**config.mk**
```make
export PLATFORM = sky130hd
export DESIGN_NAME = rr_stream_mux
export DESIGN_NICKNAME = d
export VERILOG_FILES = /design/src/rtl/mux_pkg.sv /design/src/rtl/rr_arbiter.sv /design/src/rtl/rr_stream_mux.sv
export SDC_FILE = /design/constraint.sdc
export NUM_CORES = 1
export LEC_CHECK = 0
export CORE_MARGIN = 4
export CORE_UTILIZATION = 41
export CTS_BUF_LIST = sky130_fd_sc_hd__clkbuf_4
export CTS_CLUSTER_DIAMETER = 200
export DETAILED_ROUTE_END_ITERATION = 10
export PLACE_DENSITY_LB_ADDON = 0.12
export SYNTH_ARGS = -nofsm -noshare
export SYNTH_HDL_FRONTEND = slang
export SYNTH_HIERARCHICAL = 1
export SYNTH_SLANG_ARGS = --single-unit
```
**constraint.sdc**
```tcl
create_clock -name clk -period 6.3 [get_ports clk]
set_input_delay 1.26 -clock clk [delete_from_list [all_inputs] [get_ports clk]]
set_output_delay 1.26 -clock clk [all_outputs]
set_load 0.01 [all_outputs]
```
**src/rtl/mux_pkg.sv**
```systemverilog
// Shared definitions for the round-robin stream multiplexer.
// The mode encoding matches the single-bit 'mode' input of rr_stream_mux.
package mux_pkg;

  typedef enum logic {
    MODE_MANUAL = 1'b0,
    MODE_RR     = 1'b1
  } mode_e;

endpackage

```
**src/rtl/rr_arbiter.sv**
```systemverilog
// Combinational round-robin arbiter. The search starts at (ptr+1) mod N
// and the first requesting channel found wins.
module rr_arbiter #(
  parameter int  N    = 16,
  localparam int SELW = $clog2(N)
) (
  input  logic [N-1:0]    req,
  input  logic [SELW-1:0] ptr,
  output logic [N-1:0]    gnt,
  output logic [SELW-1:0] gnt_idx,
  output logic            any_gnt
);

  logic [SELW-1:0] start;
  logic [2*N-1:0]  dbl;
  logic [N-1:0]    rot;
  logic [SELW-1:0] enc;
  logic [SELW:0]   sum;

  // Wrap explicitly so that a non-power-of-two N still rotates correctly.
  assign start = (ptr == SELW'(N - 1)) ? '0 : ptr + 1'b1;
  assign dbl   = {req, req} >> start;
  assign rot   = dbl[N-1:0];

  always_comb begin
    enc = '0;
    for (int k = N - 1; k >= 0; k--) begin
      if (rot[k]) enc = SELW'(k);
    end
  end

  // Rotate back: the encoded offset is relative to 'start'.
  assign sum     = {1'b0, start} + {1'b0, enc};
  assign gnt_idx = (sum >= (SELW+1)'(N)) ? SELW'(sum - (SELW+1)'(N)) : sum[SELW-1:0];
  assign any_gnt = |req;

  generate
    for (genvar gi = 0; gi < N; gi++) begin : g_onehot
      assign gnt[gi] = any_gnt && (gnt_idx == SELW'(gi));
    end
  endgenerate

endmodule

```
**src/rtl/rr_stream_mux.sv**
```systemverilog
// N-channel valid/ready stream multiplexer with a registered output slot,
// selectable between an explicit channel select and round-robin arbitration.
module rr_stream_mux
  import mux_pkg::*;
#(
  parameter int  WIDTH = 16,
  parameter int  N     = 16,
  localparam int SELW  = $clog2(N)
) (
  input  logic               clk,
  input  logic               rst,
  input  logic [N*WIDTH-1:0] in_data,
  input  logic [N-1:0]       in_valid,
  output logic [N-1:0]       in_ready,
  input  logic               mode,
  input  logic [SELW-1:0]    sel,
  output logic [WIDTH-1:0]   out_data,
  output logic [SELW-1:0]    out_chan,
  output logic               out_valid,
  input  logic               out_ready
);

  logic [WIDTH-1:0] out_data_reg;
  logic [SELW-1:0]  out_chan_reg;
  logic             out_valid_reg;
  logic [SELW-1:0]  ptr_reg;

  logic             load_en;
  logic [N-1:0]     rr_gnt;
  logic [SELW-1:0]  rr_idx;
  logic             rr_any;
  logic             man_ok;
  logic [N-1:0]     man_gnt;
  logic [N-1:0]     grant;
  logic [SELW-1:0]  grant_idx;
  logic             grant_any;
  logic             is_rr;

  rr_arbiter #(.N(N)) u_arb (
    .req     (in_valid),
    .ptr     (ptr_reg),
    .gnt     (rr_gnt),
    .gnt_idx (rr_idx),
    .any_gnt (rr_any)
  );

  // The extra bit keeps the range test meaningful when N is a power of two.
  assign man_ok = ({1'b0, sel} < (SELW+1)'(N)) && in_valid[sel];

  generate
    for (genvar gi = 0; gi < N; gi++) begin : g_man
      assign man_gnt[gi] = man_ok && (sel == SELW'(gi));
    end
  endgenerate

  assign is_rr     = (mode == MODE_RR);
  assign grant     = is_rr ? rr_gnt : man_gnt;
  assign grant_idx = is_rr ? rr_idx : sel;
  assign grant_any = is_rr ? rr_any : man_ok;

  assign load_en  = !out_valid_reg || out_ready;
  assign in_ready = grant & {N{load_en}};

  always_ff @(posedge clk or posedge rst) begin
    if (rst) begin
      out_data_reg  <= '0;
      out_chan_reg  <= '0;
      out_valid_reg <= 1'b0;
      ptr_reg       <= SELW'(N - 1);
    end else if (load_en) begin
      if (grant_any) begin
        out_data_reg  <= in_data[grant_idx*WIDTH +: WIDTH];
        out_chan_reg  <= grant_idx;
        out_valid_reg <= 1'b1;
        // Only accepted round-robin transfers move the fairness pointer.
        if (is_rr) ptr_reg <= grant_idx;
      end else begin
        out_valid_reg <= 1'b0;
      end
    end
  end

  assign out_data  = out_data_reg;
  assign out_chan  = out_chan_reg;
  assign out_valid = out_valid_reg;

endmodule
```
## After elaboration in Yosys (flattened, before gate mapping)

Cells that the tools add are included.
Widths: inputs -> output; s select.

- Register bits: 25
- ROM bits: 0
- Latch bits: 0
- Memories kept: 0
- Bits in writable memories: 0
- Word-level logic and storage cells: 106
- Output and inout bits: 37
- Bits of input ports: 280

- Mux-type cells: 24
- Shifts and indexed selects: 2
- Multiply operators: 0
- Div/mod/pow operators: 0
- Add/sub/neg operators: 3
- Reduce and logical (&&, ||, !) cells: 39
- Eq/ne operators: 31
- $lt $le $gt $ge: 2
- Bitwise logic cells: 1

Operators by type and width:

| kind | count |
|---|---|
| $shiftx 256x9->16 | 1 |
| $mux 4 | 19 |
| $eq 4x4->1 const B | 17 |
| $eq 4x3->1 const B | 8 |
| $logic_and 1x1->1 | 32 |
| $shr 32x4->16 | 1 |
| $and 16x16->16 | 1 |
| $eq 4x2->1 const B | 4 |
| $mux 16 | 1 |
| $reduce_or 16->1 | 1 |
| $eq 4x1->1 const B | 2 |
| $logic_not 4->1 | 2 |
| $add 4x4->5 | 1 |
| $ge 5x5->1 const B | 1 |
| $lt 4x5->1 const B | 1 |
| $add 4x1->4 const B | 1 |
| $bmux 1 s4 | 1 |
| $sub 4x1->4 const B | 1 |
| $mux 1 | 3 |
| $reduce_and 3->1 | 1 |
| $reduce_and 2->1 | 1 |
| $logic_not 1->1 | 1 |
| $logic_or 1x1->1 | 1 |

## Logic depth before layout (Yosys ltp)

Gate-level depths: netlist of run 1.

- Depth after elaboration: 26
- Mapped depth: 23
- Depth with buffers taken out: 19

## Modules after synthesis

Netlist of run 1, hierarchy kept.

Modules (own cells, without submodules):

| module | times used | cells an instance | area each (sq um) | sequential area each (sq um) |
|---|---|---|---|---|
| rr_stream_mux | 1 | 262 | 3273.1 | 630.6 |
| rr_arbiter | 1 | 308 | 2372.3 | 0.0 |

## Worst setup path before layout of run 1

Ideal clock, no wire load.

- Kind: input-to-output
- Start: input port in_valid[10]
- End: output port in_ready[7]
- Arrival: 4.534 ns
- Required time: 5.040 ns
- Buffers on the path: 0
- Setup slack: 0.506 ns
- Stages on the path: 15
- Cells stage by stage: mux4_2 -> mux4_2 -> nor3_4 -> nand2_1 -> a21oi_1 -> a2111oi_0 -> or3_1 -> fa_1 -> xnor2_1 -> nand2_1 -> nor2_1 -> nand2_1 -> mux2i_1 -> a32oi_1 -> nor2_1

- Word-level cells in the longest chain between the ends: 24
- Elaborated cells between the ends (all ways): 29
- Classes of those cells: add/sub (2); order compare (1); eq/ne (1); shift (1); mux (20); bitwise (1); reduce/logical (3)

RTL lines:

| what | line | source |
|---|---|---|
| start, declared | rr_stream_mux.sv:13 | `input logic [N-1:0] in_valid,` |
| $shr 32x4->16 * | rr_arbiter.sv:22 | `assign dbl = {req, req} >> start;` |
| $mux 4 (15 in a row) | rr_arbiter.sv:28 | `if (rot[k]) enc = SELW'(k);` |
| $mux 4 * | rr_arbiter.sv:28 |  |
| $add 4x4->5 * | rr_arbiter.sv:33 | `assign sum = {1'b0, start} + {1'b0, enc};` |
| $sub 4x1->4 or $ge 5x5->1 (tied branches) | rr_arbiter.sv:34 | `assign gnt_idx = (sum >= (SELW+1)'(N)) ? SELW'(sum - (SELW+1)'(N)) : sum[SELW-1:0];` |
| $mux 4 * | rr_arbiter.sv:34 |  |
| named net rr_idx[2] | rr_stream_mux.sv:30 | `logic [SELW-1:0] rr_idx;` |
| $eq 4x3->1 * | rr_arbiter.sv:39 | `assign gnt[gi] = any_gnt && (gnt_idx == SELW'(gi));` |
| $logic_and 1x1->1 * | rr_arbiter.sv:39 |  |
| named net rr_gnt[7] | rr_stream_mux.sv:29 | `logic [N-1:0] rr_gnt;` |
| $mux 16 * | rr_stream_mux.sv:57 | `assign grant = is_rr ? rr_gnt : man_gnt;` |
| $and 16x16->16 * | rr_stream_mux.sv:62 | `assign in_ready = grant & {N{load_en}};` |
| end, declared | rr_stream_mux.sv:14 | `output logic [N-1:0] in_ready,` |

The timed path passes the listed nets; every way through them passes the cells marked *. The select of a mux whose other input is x is not followed.

## Final worst setup path of run 1

- Start: input port in_valid[10]
- End: output port in_ready[0]

- Word-level cells in the longest chain between the ends: 24
- Elaborated cells between the ends (all ways): 29
- Classes of those cells: add/sub (2); order compare (1); shift (1); mux (20); bitwise (1); reduce/logical (4)

RTL lines:

| what | line |
|---|---|
| $shr 32x4->16 | rr_arbiter.sv:22 |
| $mux 4 (16 in a row) | rr_arbiter.sv:28 |
| $add 4x4->5 | rr_arbiter.sv:33 |
| $sub 4x1->4 or $ge 5x5->1 (tied branches) | rr_arbiter.sv:34 |
| $mux 4 | rr_arbiter.sv:34 |
| $logic_not 4->1 | rr_arbiter.sv:39 |
| $logic_and 1x1->1 * | rr_arbiter.sv:39 |
| named net rr_gnt[0] | rr_stream_mux.sv:29 |
| $mux 16 * | rr_stream_mux.sv:57 |
| $and 16x16->16 * | rr_stream_mux.sv:62 |

Marks and branches as above.

==> impl_metrics.json, run 1 <==
{
  "status": "complete, but fails checks",
  "violations": "negative setup slack",
  "fp.dieArea_um2": 15700,
  "crit_cells": 16,
  "critPathTopFamily": "simple AND/OR/NAND/NOR gates",
  "grt.total_usage_pct": 36.1,
  "r2r_cells": 25,
  "min_period_ns": 6.46,
  "slowest_delay_ns": 0.61,
  "cp_max_fo": 4,
  "synthCells": 570,
  "cp.required_ns": 5.04,
  "max-clock-path-buffers": 2,
  "yosys_warnings": 6,
  "wl_per_cell_um": 26.6,
  "clk-insertion-delay-late_ns": 0.35,
  "synth_top_family_by_area": "multiplexers",
  "clock-sinks": 25,
  "r2r_setup_slack_ns": 0.65,
  "synthAdderAreaFrac_pct": 1.24,
  "fin_nets": 1234,
  "hp-start": "ptr_reg[1]",
  "multi_input_area_um2": 5050,
  "cts_tree": "done",
  "ff_latch_area_um2": 634,
  "drtIter0Drc": 935,
  "period_share_pct": 103,
  "synth_area_um2": 5650,
  "fin_worst_skew_ns": 0.0142,
  "final_antenna_net_count": 0,
  "fill_cells": 901,
  "fmax_mhz": 155,
  "die_h_um": 125,
  "ioPinCount": 317,
  "core-area_um2": 13300,
  "synth_edf_count": 0,
  "synth-simple-area-share_pct": 16.2,
  "firstDrtPassIters": 6,
  "cts_buffers": 3,
  "root_buffer": "clkbuf_4",
  "synthXorXnorAreaFrac_pct": 0.776,
  "rsz0062_at_grt": "yes",
  "regToRegStartpoint": "ptr_reg[0]",
  "synth_nets": 855,
  "h-tree-depth": 1,
  "grt_start_max_net_pins": 38,
  "cap_violations": 0,
  "maxSlewHeadroom_pct": 26.5,
  "dp_hpwl_mm": 25.1,
  "critPathKind": "primary input to primary output",
  "gp_congestion": 1.10,
  "synthMuxAreaShare_pct": 47.2,
  "maxSlewViolCount": 0,
  "r2r-end": "out_data[11]",
  "synthArstFlopShare_pct": 100,
  "grt_pass1_wl_mm": 43.7,
  "largest_register_ffs": 16,
  "stdcell_count": 1126,
  "drive_above_1_share_pct": 36.2,
  "synth-seq-area-share_pct": 11.2,
  "clkTransAtPathRegs_ns": 0.16,
  "io_buffers": 316,
  "synth-compound-area-share_pct": 16.7,
  "wl_mm": 30.0,
  "synth_seq_cells": 25,
  "setup_slack_ns": -0.165,
  "vias_per_cell": 6.36,
  "worst_pin_slew_ns": 1.10,
  "area_growth_pct": 77.7,
  "antenna_found_initial": 7,
  "row_count": 42,
  "grt_pass1_vias": 7417,
  "grt-ovfl-total": 0,
  "hold_end": "ptr_reg[1]",
  "synth_cell_types": 66,
  "fp.dieW_um": 125,
  "start_util_pct": 42.3,
  "cp.arrival_ns": 5.20,
  "holdPathStages": 2,
  "endpoint_kind": "primary output",
  "finalHoldViolations": 0,
  "drc": 0,
  "dp.cells": 1108,
  "slowest_stage": "fa_2",
  "vias": 7156,
  "holdCritPathClass": "register to register",
  "crit_path_frequent_cell": "nand2_1",
  "synthFlopType": "dfrtp_1",
  "crit_buf_inv": 2,
  "avgSynthCellArea_um2": 9.90,
  "startpoint_type": "primary input",
  "path_cells": "buf_8 > mux4_2 > mux4_2 > nor3_4 > nand2_1 > a21oi_2 > a2111oi_4 > or3_4 > fa_2 > nand2_4 > nor3_2 > nand2_1 > mux2i_1 > nand2_1 > o31ai_2 > buf_2",
  "setup_viol": 4
}
[placed cells by master (no fill, tap or decap), drive strengths merged, types with 5 or more instances in the layout]
cell and instances:
nor4b 8, mux2 24, dfrtp 21, nor2b 14, mux2i 46, or2 5, a221o 8, nand3 8
mux4 85, buf 130, a22oi 32, nor3 12, o21ai 32, nand2b 8, clkbuf 12, a21oi 11
o211ai 12, clkdlybuf4s50 284, nand2 90, o221ai 7, inv 14, nor2 24
[synthesized netlist by cell type, types with 4 or more instances]
master | instances | share of area (%)
o21ai_1 | 6 | 0.53
or3_1 | 4 | 0.44
a21oi_1 | 11 | 0.98
nand2b_1 | 8 | 0.89
buf_2 | 20 | 1.8
mux2_2 | 22 | 4.4
o21ai_0 | 26 | 2.3
nor2_1 | 24 | 1.6
inv_1 | 11 | 0.73
mux4_2 | 80 | 32
nor4_1 | 4 | 0.44
buf_6 | 8 | 1.6
a22oi_1 | 32 | 4.3
nor3_1 | 10 | 0.89
mux2i_1 | 46 | 8.2
dfstp_2 | 4 | 1.9
nand3_1 | 8 | 0.71
o211ai_1 | 10 | 1.3
nor4b_1 | 8 | 1.2
a221o_1 | 8 | 1.4
nand2_1 | 89 | 5.9
ha_1 | 4 | 0.89
clkbuf_1 | 13 | 0.86
nor2b_1 | 14 | 1.6
mux4_1 | 5 | 2.3
dfrtp_1 | 21 | 9.3
a32oi_1 | 4 | 0.62
o221ai_1 | 7 | 1.1
[logic make-up (layout without fill, tap and decap cells)]
kind of cell / after synthesis / after routing
other: 0 / 2
buffers and inverters: 63 / 441
xor gates and xnor gates: 5 / 5
muxes: 155 / 155
adders and majority gates: 5 / 5
and+or+nand+nor: 187 / 187
AOI/OAI and AO/OA: 130 / 130
DFF: 25 / 25
[final cells by class]
type	instances	area share (%)
clock inverter	1	0.0873
timing repair buffer	424	40.3
antenna	2	0.0499
inverter	13	0.486
multi-input combinational	482	50.4
sequential	25	6.32
tap	176	2.19
clock buffer	3	0.224
[through the flow]
stage	hold WS [ns]	utilization [%]	setup TNS (ns)	area (um^2)	worst slack (ns)
after global placement	0.473	72.0	-14.52	9600	-0.843
after global routing	0.556	75.1	-1.24	10000	-0.221
after CTS	0.521	73.7	-0.0974	9840	-0.0317
after detailed placement	0.496	72.0	-15.47	9600	-0.950
final	0.521	75.2	-0.243	10000	-0.165
after floorplan	0.464	-	0	5650	0.506
[worst reg2reg max path: cells and delay by family, from the launching register on]
family | cells | cell delay [ns]
flip-flops | 1 | 0.62
adder cells (fa/ha/maj) | 2 | 0.49
buffers and inverters | 8 | 1.40
AO/OA/AOI/OAI | 6 | 0.93
XOR/XNOR | 2 | 0.20
multiplexers | 3 | 0.74
AND/OR/NAND/NOR | 4 | 1.24
[routing by layer]
layer | GRT usage (%) | up-vias | part of all wire, %
li1 | - | 3064 | -
met4 | 13.6 | 4 | 4.5
met2 | 60.8 | 527 | 49
met5 | 0 | - | 0.070
met1 | 43.9 | 3458 | 35
met3 | 10.6 | 103 | 11
[repair_timing]
item / 4_1_cts / 5_1_grt
resized for setup: 140 / 111
gates cloned: 0 / 0
hold buffers: 0 / 0
endpoints found under the setup margin: 16 / 16
pin swaps: 17 / 31
buffers inserted: 6 / 6
[worst max-delay path by stage]
stage                       startpoint            to  slack, ns
after floorplan           in_valid[10]   in_ready[7]       0.51
after global placement     in_valid[2]  in_ready[10]      -0.84
after detailed placement  in_valid[11]   in_ready[1]      -0.95
after CTS                  in_valid[9]   in_ready[2]      -0.03
after global routing       in_valid[5]   in_ready[0]      -0.22
final                     in_valid[10]   in_ready[0]      -0.16
Power of run 1 is not shown: default switching activity piles up to over one toggle a cycle in this logic, so the estimate is an artifact.
==> run 2, diff against run 1 <==
ABC_CLOCK_PERIOD_IN_PS = 6300   (was not set)
==> results of run 2 <==
The final DEF is identical to that of run 1; final timing and power are the same.
Power of run 2 is left out for the same reason.
==> run 3, diff against run 2 <==
GPL_ROUTABILITY_DRIVEN = 0   (was not set)
==> impl_metrics.json, run 3 (same netlist as run 1, synthesis figures left out) <==
{
  "status": "completed",
  "h-tree-depth": 1,
  "hold_end": "ptr_reg[1]",
  "fin_nets": 1225,
  "rsz0062_at_grt": "yes",
  "area_growth_pct": 74.0,
  "holdCritPathClass": "register to register",
  "final_cell_mix": "clkdlybuf4s50_1 (284), buf_4 (87), mux4_2 (85)",
  "grt_pass1_vias": 7185,
  "grt.total_usage_pct": 34.2,
  "r2r_setup_slack_ns": 0.67,
  "drc": 0,
  "worst_pin_slew_ns": 1.01,
  "maxSlewHeadroom_pct": 32.9,
  "maxSlewViolCount": 0,
  "cp.required_ns": 5.04,
  "finalHoldViolations": 0,
  "final_common_cell": "clkdlybuf4s50_1",
  "fmax_mhz": 159,
  "clk-insertion-delay-late_ns": 0.32,
  "ioPinCount": 317,
  "final_antenna_net_count": 0,
  "fin_worst_skew_ns": 0.00228,
  "drtIter0Drc": 1009,
  "min_period_ns": 6.28,
  "startpoint_type": "primary input",
  "dp_hpwl_mm": 23.8,
  "drive_above_1_share_pct": 34.6,
  "largest_register_ffs": 16,
  "regToRegStartpoint": "ptr_reg[2]",
  "finalSetupTns_ns": 0,
  "grt_pass1_wl_mm": 42.0,
  "antenna_found_initial": 3,
  "hp-start": "ptr_reg[1]",
  "clock-sinks": 25,
  "critPathKind": "primary input to primary output",
  "holdPathStages": 2,
  "die_h_um": 125,
  "vias": 7200,
  "io_buffers": 316,
  "fp.dieArea_um2": 15700,
  "root_buffer": "clkbuf_4",
  "period_share_pct": 99.7,
  "ctsHoldBuffers": 0,
  "grt_start_max_net_pins": 39,
  "cap_violations": 0,
  "vias_per_cell": 6.45,
  "clkTransAtPathRegs_ns": 0.13,
  "firstDrtPassIters": 6,
  "max-clock-path-buffers": 2,
  "endpoint_kind": "primary output",
  "grt-ovfl-total": 0,
  "wl_per_cell_um": 25.6,
  "r2r-end": "out_data[8]",
  "fp.dieW_um": 125,
  "core-area_um2": 13300,
  "r2r_cells": 22,
  "start_util_pct": 42.3,
  "setup_viol": 0,
  "cts_tree": "done",
  "wl_mm": 28.6,
  "cts_buffers": 3,
  "row_count": 42,
  "cp_max_fo": 5,
  "cp.arrival_ns": 5.02
}
run 3: per-stage QoR:
step,util [%],worst slack (ns),std cells,area [um^2],hold slack (ns)
after floorplan,-,0.506,570,5650,0.464
after global placement,70.9,-0.820,1099,9460,0.476
after detailed placement,70.9,-0.893,1099,9460,0.496
after CTS,72.0,-0.00869,1108,9610,0.517
after global routing,73.6,-0.0675,1116,9820,0.542
final,73.6,0.0199,1117,9830,0.522
run 3: final cells by class:
| cell class | count | area [um^2] |
|---|---|---|
| sequential | 25 | 631 |
| tap | 176 | 220 |
| fill | 982 | 3520 |
| clock buffer | 4 | 30.0 |
| antenna | 2 | 5.00 |
| multi-input combinational | 482 | 4980 |
| inverter | 13 | 48.8 |
| timing repair buffer | 415 | 3910 |
run 3: timing repair:
item | in CTS | in global routing
pin swaps | 13 | 23
setup buffers | 5 | 7
gates resized for setup | 121 | 110
endpoints found under the setup margin | 16 | 16
cloned | 0 | 0
hold endpoints to repair | 0 | 0
run 3: worst max-delay path by stage:
| stage | startpoint | depth (start not counted) | endpoint | slack [ns] |
|---|---|---|---|---|
| 6_report | in_valid[10] | 17 | in_ready[3] | 0.02 |
| 5_1_grt | in_valid[8] | 22 | in_ready[1] | -0.07 |
| 4_1_cts | in_valid[10] | 18 | in_ready[15] | -0.009 |
| 3_5_place_dp | in_valid[11] | 18 | in_ready[3] | -0.89 |
| 3_3_place_gp | in_valid[15] | 21 | in_ready[1] | -0.82 |
| 2_1_floorplan | in_valid[10] | 15 | in_ready[7] | 0.51 |
run 3: critical path, stage by stage:
cell,delay [ns]
buf_8,0.11
mux4_2,0.52
mux4_2,0.58
nor3_4,0.20
nand2_1,0.10
a21oi_2,0.18
a2111oi_4,0.08
or3_4,0.41
fa_2,0.41
xnor2_4,0.18
buf_6,0.14
nand2b_4,0.15
nor2_2,0.13
nand2_1,0.10
mux2i_1,0.18
a32o_1,0.16
buf_2,0.13
run 3: per-layer routing:
metal  GRT usage, %  part of all wire (%)
met5              0                  0.13
met4           8.04                   3.4
met3           8.23                    11
met2           58.2                    49
met1           44.1                    36
Power of run 3 is left out for the same reason.
